**src/rtl/serial_therm2scomp_conv.sv**
```systemverilog
// Bit-serial thermometer-to-two's-complement converter: counts ones in a THERM_LEN-bit
// word, applies an optional offset, saturates to OUT_W and presents it on valid/ready.
module serial_therm2scomp_conv #(
  parameter int unsigned THERM_LEN = 31,
  parameter int unsigned OUT_W     = 5,
  parameter int unsigned OFFSET    = 16
) (
  input  logic             clk,
  input  logic             rst_n,
  input  logic             clear,
  input  logic             mode,
  input  logic             in_valid,
  output logic             in_ready,
  input  logic             in_bit,
  output logic             out_valid,
  input  logic             out_ready,
  output logic [OUT_W-1:0] out_data,
  output logic             out_bubble,
  output logic             out_sat
);

  localparam int unsigned CNT_W = $clog2(THERM_LEN + 1);
  localparam int unsigned S_W   = ((CNT_W > OUT_W) ? CNT_W : OUT_W) + 1;
  localparam logic signed [S_W-1:0] SMAX = S_W'((2 ** (OUT_W - 1)) - 1);
  localparam logic signed [S_W-1:0] SMIN = ~SMAX;
  localparam logic [CNT_W-1:0] LAST_IDX = CNT_W'(THERM_LEN - 1);

  typedef enum logic {COLLECT = 1'b0, HOLD = 1'b1} state_t;

  state_t                  state;
  logic [CNT_W-1:0]        bit_idx;
  logic [CNT_W-1:0]        count;
  logic                    seen0;
  logic                    bubble;
  logic                    mode_q;

  logic                    accept;
  logic                    mode_eff;
  logic [CNT_W-1:0]        cnt_nxt;
  logic                    bubble_nxt;
  logic signed [S_W-1:0]   r_val;
  logic [OUT_W-1:0]        res;
  logic                    res_sat;

  // Word result as it would be if the bit presented now is the last one.
  always_comb begin
    accept     = (state == COLLECT) && in_valid;
    mode_eff   = (bit_idx == '0) ? mode : mode_q;
    cnt_nxt    = count + CNT_W'(in_bit);
    bubble_nxt = bubble | (in_bit & seen0);
    r_val      = mode_eff ? S_W'(cnt_nxt) : (S_W'(cnt_nxt) - S_W'(OFFSET));
    res        = r_val[OUT_W-1:0];
    res_sat    = 1'b0;
    if (r_val > SMAX) begin
      res     = SMAX[OUT_W-1:0];
      res_sat = 1'b1;
    end else if (r_val < SMIN) begin
      res     = SMIN[OUT_W-1:0];
      res_sat = 1'b1;
    end
  end

  // Collect/hold sequencer; in_ready is kept as a flop mirroring state == COLLECT.
  always_ff @(posedge clk or negedge rst_n) begin
    if (!rst_n) begin
      state      <= COLLECT;
      bit_idx    <= '0;
      count      <= '0;
      seen0      <= 1'b0;
      bubble     <= 1'b0;
      mode_q     <= 1'b0;
      in_ready   <= 1'b1;
      out_valid  <= 1'b0;
      out_data   <= '0;
      out_bubble <= 1'b0;
      out_sat    <= 1'b0;
    end else if (clear) begin
      state     <= COLLECT;
      bit_idx   <= '0;
      count     <= '0;
      seen0     <= 1'b0;
      bubble    <= 1'b0;
      in_ready  <= 1'b1;
      out_valid <= 1'b0;
    end else begin
      case (state)
        COLLECT: begin
          if (accept) begin
            if (bit_idx == '0) mode_q <= mode;
            if (bit_idx == LAST_IDX) begin
              out_data   <= res;
              out_bubble <= bubble_nxt;
              out_sat    <= res_sat;
              out_valid  <= 1'b1;
              in_ready   <= 1'b0;
              state      <= HOLD;
            end
            bit_idx <= bit_idx + CNT_W'(1);
            count   <= cnt_nxt;
            bubble  <= bubble_nxt;
            if (!in_bit) seen0 <= 1'b1;
          end
        end
        HOLD: begin
          if (out_ready) begin
            out_valid <= 1'b0;
            bit_idx   <= '0;
            count     <= '0;
            seen0     <= 1'b0;
            bubble    <= 1'b0;
            in_ready  <= 1'b1;
            state     <= COLLECT;
          end
        end
        default: state <= COLLECT;
      endcase
    end
  end

endmodule

```
**config.mk**
```make
export PLATFORM = sky130hd
export DESIGN_NAME = serial_therm2scomp_conv
export DESIGN_NICKNAME = d
export VERILOG_FILES = /design/src/rtl/serial_therm2scomp_conv.sv
export SDC_FILE = /design/constraint.sdc
export NUM_CORES = 1
export LEC_CHECK = 0
export CAP_MARGIN = 20
export CORE_ASPECT_RATIO = 0.9
export CORE_MARGIN = 8
export CORE_UTILIZATION = 51
export DETAILED_ROUTE_END_ITERATION = 16
export GPL_TIMING_DRIVEN = 0
export HOLD_SLACK_MARGIN = 0.05
export PLACE_DENSITY = 0.83
export SLEW_MARGIN = 5
export SYNTH_ARGS = -nofsm -noshare
export SYNTH_HDL_FRONTEND = slang
export SYNTH_SLANG_ARGS = --single-unit
```
**constraint.sdc**
```tcl
create_clock -name clk -period 2.4 [get_ports clk]
set_input_delay 0.48 -clock clk [delete_from_list [all_inputs] [get_ports clk]]
set_output_delay 0.48 -clock clk [all_outputs]
set_load 0.05 [all_outputs]
```
### Word-level counts from Yosys, hierarchy flattened

Cells that the tools add are included.

| cells by class | value |
|---|---|
| add/subtract/negate cells | 3 |
| multipliers | 0 |
| div/mod/pow operators | 0 |
| $lt $le $gt $ge | 2 |
| equal/unequal tests | 5 |
| shift operators | 0 |
| multiplexer cells | 35 |
| bitwise gates (word level) | 4 |
| reduce and logical (&&, ||, !) cells | 7 |

Operator list:

| operator | number |
|---|---|
| 5-bit two-way mux | 7 |
| 1-bit two-way mux | 20 |
| 5-bit one-hot mux with 2 select lines | 2 |
| 1-bit one-hot mux with 2 select lines | 5 |
| 3-bit inequality test, second input constant | 3 |
| 3-bit AND reduction | 3 |
| 6-bit by 5-bit greater-than comparator with 1-bit output, second input constant | 1 |
| 6-bit by 5-bit less-than comparator with 1-bit output, second input constant | 1 |
| 6-bit two-way mux | 1 |
| 5-bit by 5-bit subtractor with 6-bit output, second input constant | 1 |
| 5-bit by 1-bit adder with 5-bit output | 1 |
| 5-bit by 1-bit adder with 5-bit output, second input constant | 1 |
| 5-bit equality test, second input constant | 1 |
| 5-bit logical NOT | 1 |
| 4-bit AND reduction | 1 |
| 3-bit by 2-bit inequality test with 1-bit output, second input constant | 1 |
| 1-bit NOT | 2 |
| 2-bit AND reduction | 1 |
| 1-bit AND | 1 |
| 1-bit logical AND | 1 |
| 1-bit OR | 1 |

| storage, ports and cells | value |
|---|---|
| bits in registers | 23 |
| bits in latches | 0 |
| bits in writable memories | 0 |
| ROM bits | 0 |
| input bits | 7 |
| output and inout bits | 9 |
| word-level logic and storage cells | 67 |
| memories | 0 |

### Logic depth before layout (Yosys ltp)

Gate-level depths: netlist (run 1).

| logic depth | value |
|---|---|
| word-level depth | 6 |
| depth in mapped cells | 9 |
| mapped depth without buffers | 9 |

### Least setup slack after synthesis (run 1)

No wires, ideal clock.

| path | value |
|---|---|
| path type | input port to flip-flop |
| start | input port in_bit |
| end | register out_data[3] |
| library setup time | 87 ps |
| data arrival time | 1890 ps |
| required time | 2313 ps |
| slack | 424 ps |
| stages on the path | 9 |
| buffers on the path | 0 |
| path through | ha_1 -> ha_1 -> nand3_1 -> xor2_1 -> inv_1 -> ha_1 -> nand2_1 -> nand3_1 -> o211ai_1 |

| on the way | value |
|---|---|
| cells in the longest elaborated chain, start to end | 6 |
| elaborated cells between the ends (all ways) | 7 |
| those cells by class | add/sub: 2; order compare: 2; mux: 3 |

RTL lines:

| what | RTL line | text |
|---|---|---|
| start, declared | 14 | `input logic in_bit,` |
| 5-bit by 1-bit adder with 5-bit output * | 49 | `cnt_nxt = count + CNT_W'(in_bit);` |
| 5-bit by 5-bit subtractor with 6-bit output | 51 | `r_val = mode_eff ? S_W'(cnt_nxt) : (S_W'(cnt_nxt) - S_W'(OFFSET));` |
| 6-bit two-way mux * | 51 |  |
| 6-bit by 5-bit less-than comparator with 1-bit output | 57 | `end else if (r_val < SMIN) begin` |
| 5-bit two-way mux | 57 |  |
| 5-bit two-way mux * | 54 | `if (r_val > SMAX) begin` |
| end signal, assigned | 91 | `out_data <= res;` |
| end, declared | 17 | `output logic [OUT_W-1:0] out_data,` |

Mark *: on every way between the ends. The rest lies on a longest branch, timed or not.
A chain may end at the register's enable or synchronous reset.

### Worst setup path in the final report (run 1)

| path | value |
|---|---|
| start | register bit_idx[0] |
| end | register out_data[3] |

| on the way | value |
|---|---|
| cells in the longest elaborated chain, start to end | 6 |
| elaborated cells between the ends (all ways) | 9 |
| those cells by class | order compare: 2; eq/ne: 1; mux: 4; reduce/logical: 2 |

RTL lines:

| what | RTL line | text |
|---|---|---|
| start, declared | 31 | `logic [CNT_W-1:0] bit_idx;` |
| start signal, assigned | 98 | `bit_idx <= bit_idx + CNT_W'(1);` |
| 5-bit logical NOT * | 48 | `mode_eff = (bit_idx == '0) ? mode : mode_q;` |
| 1-bit two-way mux * | n/a |  |
| via mode_eff | 38 | `logic mode_eff;` |
| 6-bit two-way mux * | 51 |  |
| 6-bit by 5-bit less-than comparator with 1-bit output | 57 |  |
| 5-bit two-way mux | 57 |  |
| 5-bit two-way mux * | 54 |  |

Mark *: on every way through the listed nets, which the timed path passes. The rest lies on a longest branch.

==> results of run 1 <==
==> sequential cells by signal, summed over array words and instances (netlist names) <==
name,flops
out_bubble,1
out_valid,1
out_data,5
mode_q,1
out_sat,1
count,5
bit_idx,5
seen0,1
bubble,1
in_ready,1
state,1
==> critical path, delay by kind of cell, from the launching register on <==
family / cells / cell delay [ns]
and+or+nand+nor: 3 / 0.52
DFF: 1 / 0.45
AOI/OAI and AO/OA: 1 / 0.18
buffers and inverters: 2 / 0.19
adders and majority gates: 2 / 0.43
muxes: 1 / 0.35
==> cell usage after synthesis (2+ instances only) <==
cell / count / area, um^2
a22o_1: 3 / 26.3
dfrtp_1: 22 / 551
o21ai_0: 5 / 25.0
o21a_1: 2 / 15.0
a21o_1: 3 / 22.5
inv_1: 7 / 26.3
nand2_1: 9 / 33.8
or4_1: 2 / 15.0
buf_6: 4 / 45.0
nand3_1: 8 / 40.0
xor2_1: 3 / 26.3
mux2i_1: 2 / 20.0
o211ai_1: 3 / 22.5
o2bb2ai_1: 2 / 17.5
ha_1: 7 / 87.6
a21oi_1: 18 / 90.1
==> cell families after synthesis <==
group                    count (synthesis)
AO/OA/AOI/OAI                           39
AND/OR/NAND/NOR                         27
XOR/XNOR                                 3
flip-flops                              23
multiplexers                             3
buffers and inverters                   12
adder cells (fa/ha/maj)                  7
==> power breakdown <==
| group | internal [W] | leakage [nW] | total [W] | switching, W |
|---|---|---|---|---|
| logic | 0.0000434 | 0.365 | 0.0000971 | 0.0000537 |
| registers | 0.000398 | 0.312 | 0.000408 | 0.00000929 |
| clock network | 0.0000649 | 0.0150 | 0.000177 | 0.000112 |
| total | 0.000507 | 0.692 | 0.000682 | 0.000175 |
==> how the worst max path moves through the flow <==
stage                  endpoint  slack (ns)       start
floorplan           out_data[3]        0.42      in_bit
global placement    out_data[3]       -0.20      in_bit
detailed placement  out_data[3]       -0.28      in_bit
CTS                 out_data[3]        0.06      in_bit
global route        out_data[3]        0.03  bit_idx[0]
finish              out_data[3]        0.19  bit_idx[0]
==> layout by cell type, fill, tap and decap left out, types with 2 or more instances in the layout <==
master           Yosys  final
o21a_1               2      2
buf_6                4      4
o211ai_1             3      3
xor2_1               3      2
clkbuf_4             0      3
o2bb2ai_1            2      2
a22o_1               3      3
ha_1                 7      6
nand2_1              9      8
o21ai_0              5      5
or4_1                2      2
a21oi_1             18     18
dfrtp_1             22     22
inv_1                7      7
a21o_1               3      3
mux2i_1              2      2
clkdlybuf4s50_1      0     13
clkbuf_1             1      2
nand3_1              8      8
==> timing repair <==
action                                  4_1_cts  5_1_grt
setup buffers                                 0        1
resized for setup                             0        4
endpoints found under the setup margin        0        4
==> cell type report <==
type	instances	area, um^2	share of cell area
clock buffers	4	26.3	0.0179
well taps	27	33.8	0.0230
multi-input cells	79	579	0.394
repair buffers	16	178	0.121
flip-flops and latches	23	577	0.393
plain buffers	5	48.8	0.0332
inverters	7	26.3	0.0179
==> layer usage <==
metal / vias up / track usage / wire length, um
met5: - / 0 / 0
met4: 0 / 0.0392 / 25
met3: 5 / 0.0556 / 133
met2: 15 / 0.183 / 1190
met1: 455 / 0.145 / 1120
li1: 453 / - / -
==> stage by stage <==
step | TNS (ns) | cell area (um^2)
finish | 0 | 1470
global route | 0 | 1470
CTS | 0 | 1420
detailed placement | -1.04 | 1390
global placement | -0.714 | 1390
floorplan | 0 | 1220
==> impl_metrics.toml, run 1 <==
[clocking]
cts_tree = "built"
numCtsBuffers = 3
clk_pin_slew_ns = 0.13
numClockSinks = 23
holdBufCountCts = 0
root_buffer = "clkbuf_4"
h-tree-depth = 1
clock_path_buffers = 2
clock_latency_ns = 0.31

[worst_setup_path]
r2r_cells = 9
cpPeakStageDelay_ns = 0.45
arrival_ns = 2.45
worstPathMaxFanout = 5
rr_endpoint = "out_data[3]"
crit_chain = "inv_1, ha_1, nor4b_1, mux2i_1, inv_1, ha_1, nand2_2, nand3_1, o211ai_1"
cp_slowest_cell = "dfrtp_1"
start_kind = "flop"
crit_type = "reg2reg"
rrSetupSlack_ns = 0.19
crit_path_end_kind = "flop"
r2r-start = "bit_idx[0]"
required_ns = 2.64

[sta]
setup_viol = 0
max_slew.worst_pin.slew_ns = 0.642
hold_viol = 0
rsz0062_at_grt = "false"
period_share = 0.919
timing.hold.ws_ns = 0.333
slew_headroom = 0.570
clock.fmax_mhz = 453
finClkSkew_ns = 0.0115
min_period_ns = 2.21
maxSlewViolCount = 0
setup_slack_ns = 0.194

[routing]
drc_errors = 0
routedWlPerCell_um = 15.3
drt-pass1-iter-count = 4
drt-initial-drc-count = 57
num_vias = 928
vias_per_cell = 5.76
totalWireLength_um = 2470
drtAntennaViolNets = 0

[synthesis]
syn_area_um2 = 1220
synth-edff-count = 0
async_flop_share = 1.00
yosysSeqAreaShare = 0.473
yosys-mux-area-fraction = 0.0287
synth_xor_area_frac = 0.0216
synth_compound_area_frac = 0.200
syn-instance-count = 114
synthAdderAreaFrac = 0.0719
syn_avg_cell_area_um2 = 10.7
yosys.area_share.simple = 0.143
synth-main-ff-cell = "dfrtp_1"
synthDistinctLibCells = 30
synth_top_family_by_area = "compound AO/OA/AOI/OAI gates"
synth-seq-cells = 23
ys.warnings.count = 0
synth_nets = 128

[hold_path]
min_to = "out_valid"
min_from = "clear"
hold_class = "in2reg"
min_path_cells = 2

[final_layout]
drive_above_1_share = 0.134
final_util = 0.661
area_delta_synth_final_pct = 20.5
diodes = 0
fin_nets = 149
instances_no_fill = 161
fill_cells = 182

[job]
maxCapViolations = 0

[die]
die_area_um2 = 4210
initial_utilization = 0.548
chipHeight_um = 62.4
die_w_um = 67.5
core_area_um2 = 2220
rows = 16
ios = 16

[global_route]
grt_max_degree = 24
grt_pass1_wl_um = 4070
grt_usage = 0.120
antenna_found_initial = 0
grt_pass1_vias = 914
overflow = 0

[place]
gp_congestion = 0.794
place_inst = 155
port-buffer-count = 14
dpl.hpwl_um = 1800
post-place-ws_ns = -0.285

[status]
outcome = "finished clean"

[power_and_ir_drop]
finalPower_w = 0.000682
ir_drop_v = 0.000315
p_leak_nw = 0.692
p_per_area_nw_per_um2 = 464
(Power assumes the default switching activity.)
==> run 2: changes to the inputs <==
CORE_UTILIZATION = 50   (was 51)
PLACE_DENSITY = 0.81   (was 0.83)
clock period = 2.5 ns   (was 2.4 ns; I/O delays follow)
==> run 2 against run 1 <==
Effect of this change: sequential cell count did not move; utilization is 5.5 points lower; clock-buffer cell count did not move; worst hold slack improved by 0.033 ns; critical path type is now in2reg.
==> impl_metrics.toml, run 2 (synthesis results as in run 1) <==
[status]
outcome = "finished clean"

[clocking]
root_buffer = "clkbuf_4"
cts_resized = 0
clk_pin_slew_ns = 0.12
numCtsBuffers = 3
cts_tree = "built"
h-tree-depth = 1
clock_path_buffers = 2
numClockSinks = 23
clock_latency_ns = 0.30
holdBufCountCts = 0
post-cts-setup-buffers = 0

[routing]
num_vias = 919
drtAntennaViolNets = 0
drc_errors = 0
drt-initial-drc-count = 32
drt-pass1-iter-count = 4
totalWireLength_um = 2390
routedWlPerCell_um = 14.8
vias_per_cell = 5.71

[sta]
setup_viol = 0
period_share = 0.925
hold_viol = 0
max_slew.worst_pin.slew_ns = 0.641
final.setup.tns_ns = 0
min_period_ns = 2.31
timing.hold.ws_ns = 0.366
finClkSkew_ns = 0.00317
maxSlewViolCount = 0
rsz0062_at_grt = "false"
clock.fmax_mhz = 433
slew_headroom = 0.571

[final_layout]
top_regs = "bit_idx (5), count (5), out_data (5)"
fin_nets = 148
diodes = 0
drive_above_1_share = 0.113
final_cell_mix = "22 x dfrtp_1, 18 x a21oi_1, 14 x clkdlybuf4s50_1, 9 x nand2_1, 8 x nand3_1"
design_area_um2 = 1440
fill_cells = 211
area_delta_synth_final_pct = 18.4
layout_commonest_cell = "dfrtp_1"

[hold_path]
hold_class = "in2reg"

[power_and_ir_drop]
ir_drop_v = 0.000319
p_per_area_nw_per_um2 = 448
p_switching_w = 0.000163
clkPwrFrac = 0.257
p_sw_frac = 0.252
p_leak_nw = 0.677
internal-power_w = 0.000483
share_comb_of_total_power = 0.137
seqPwrFrac = 0.606

[global_route]
antenna_found_initial = 0
grt_usage = 0.120
grt_pass1_wl_um = 4100
grt_max_degree = 24
overflow = 0
grt_pass1_vias = 913

[worst_setup_path]
worstPathMaxFanout = 4
required_ns = 2.73
arrival_ns = 2.54
crit_path_end_kind = "flop"
crit_type = "in2reg"
start_kind = "primary input"

[die]
ios = 16
chipHeight_um = 62.8
initial_utilization = 0.512
rows = 17
die_w_um = 68.0
die_area_um2 = 4280
core_area_um2 = 2380

[place]
dpl.hpwl_um = 1780
gp_congestion = 0.801
port-buffer-count = 14
postPlaceCellArea_um2 = 1390

[job]
maxCapViolations = 0
## run 2: changes by cell type in the layout (fill, tap and decap cells not counted), sizes merged
cell,change
buf,-1
clkdlybuf4s50,+1
dlymetal6s2s,-1
## run 2: worst max-delay path: stages
cell and delay [ns]:
clkdlybuf4s50_1 0.54, ha_1 0.19, ha_1 0.22, nand3_1 0.14, xor2_2 0.19, inv_1 0.07, ha_1 0.29, nand2_1 0.14
nand3_1 0.09, o211ai_1 0.17
## run 2: final timing paths
| check | depth (start not counted) | slack [ns] | start | to |
|---|---|---|---|---|
| min in group asynchronous | 1 | 0.40 | rst_n | state |
| worst min register to register | 2 | 0.52 | out_sat | out_sat |
| worst min-delay path | 2 | 0.37 | clear | out_valid |
| worst max-delay path | 10 | 0.19 | in_bit | out_data[3] |
| max in group asynchronous | 2 | 1.71 | rst_n | bit_idx[2] |
| worst max register to register | 9 | 0.25 | bit_idx[0] | out_data[1] |
## run 2: area by class of cell
class | instances | area (um^2) | share of cell area
clock buffers | 4 | 26.3 | 0.0182
flip-flops and latches | 23 | 577 | 0.400
repair buffers | 15 | 155 | 0.108
multi-input cells | 79 | 574 | 0.398
inverters | 7 | 26.3 | 0.0182
well taps | 28 | 35.0 | 0.0243
plain buffers | 5 | 48.8 | 0.0338
## run 2: metal layers
metal	global-route usage	share of wire	vias to the layer above	wire length, um
met2	0.190	0.54	14	1280
met1	0.154	0.42	452	999
met4	0.0460	0.0059	0	14
met3	0.0251	0.038	2	91
li1	-	-	451	-
met5	0	0	-	0
## run 2: per-stage QoR
step / cells / utilization / setup slack, ns / power [W]
detailed placement: 156 / 0.585 / -0.175 / 0.000485
finish: 161 / 0.606 / 0.188 / 0.000646
global route: 161 / 0.606 / 0.00701 / 0.000687
floorplan: 114 / - / 0.504 / 0.000451
global placement: 156 / 0.585 / -0.129 / 0.000480
CTS: 160 / 0.596 / 0.155 / 0.000651
## run 2: power by group through the flow
stage	clock, W	sequential [W]	combinational [W]
after CTS	0.000173	0.000392	0.0000862
after global routing	0.000195	0.000393	0.0000989
final	0.000166	0.000391	0.0000884
after floorplan	0	0.000399	0.0000519
after detailed placement	0	0.000399	0.0000860
after global placement	0	0.000397	0.0000827
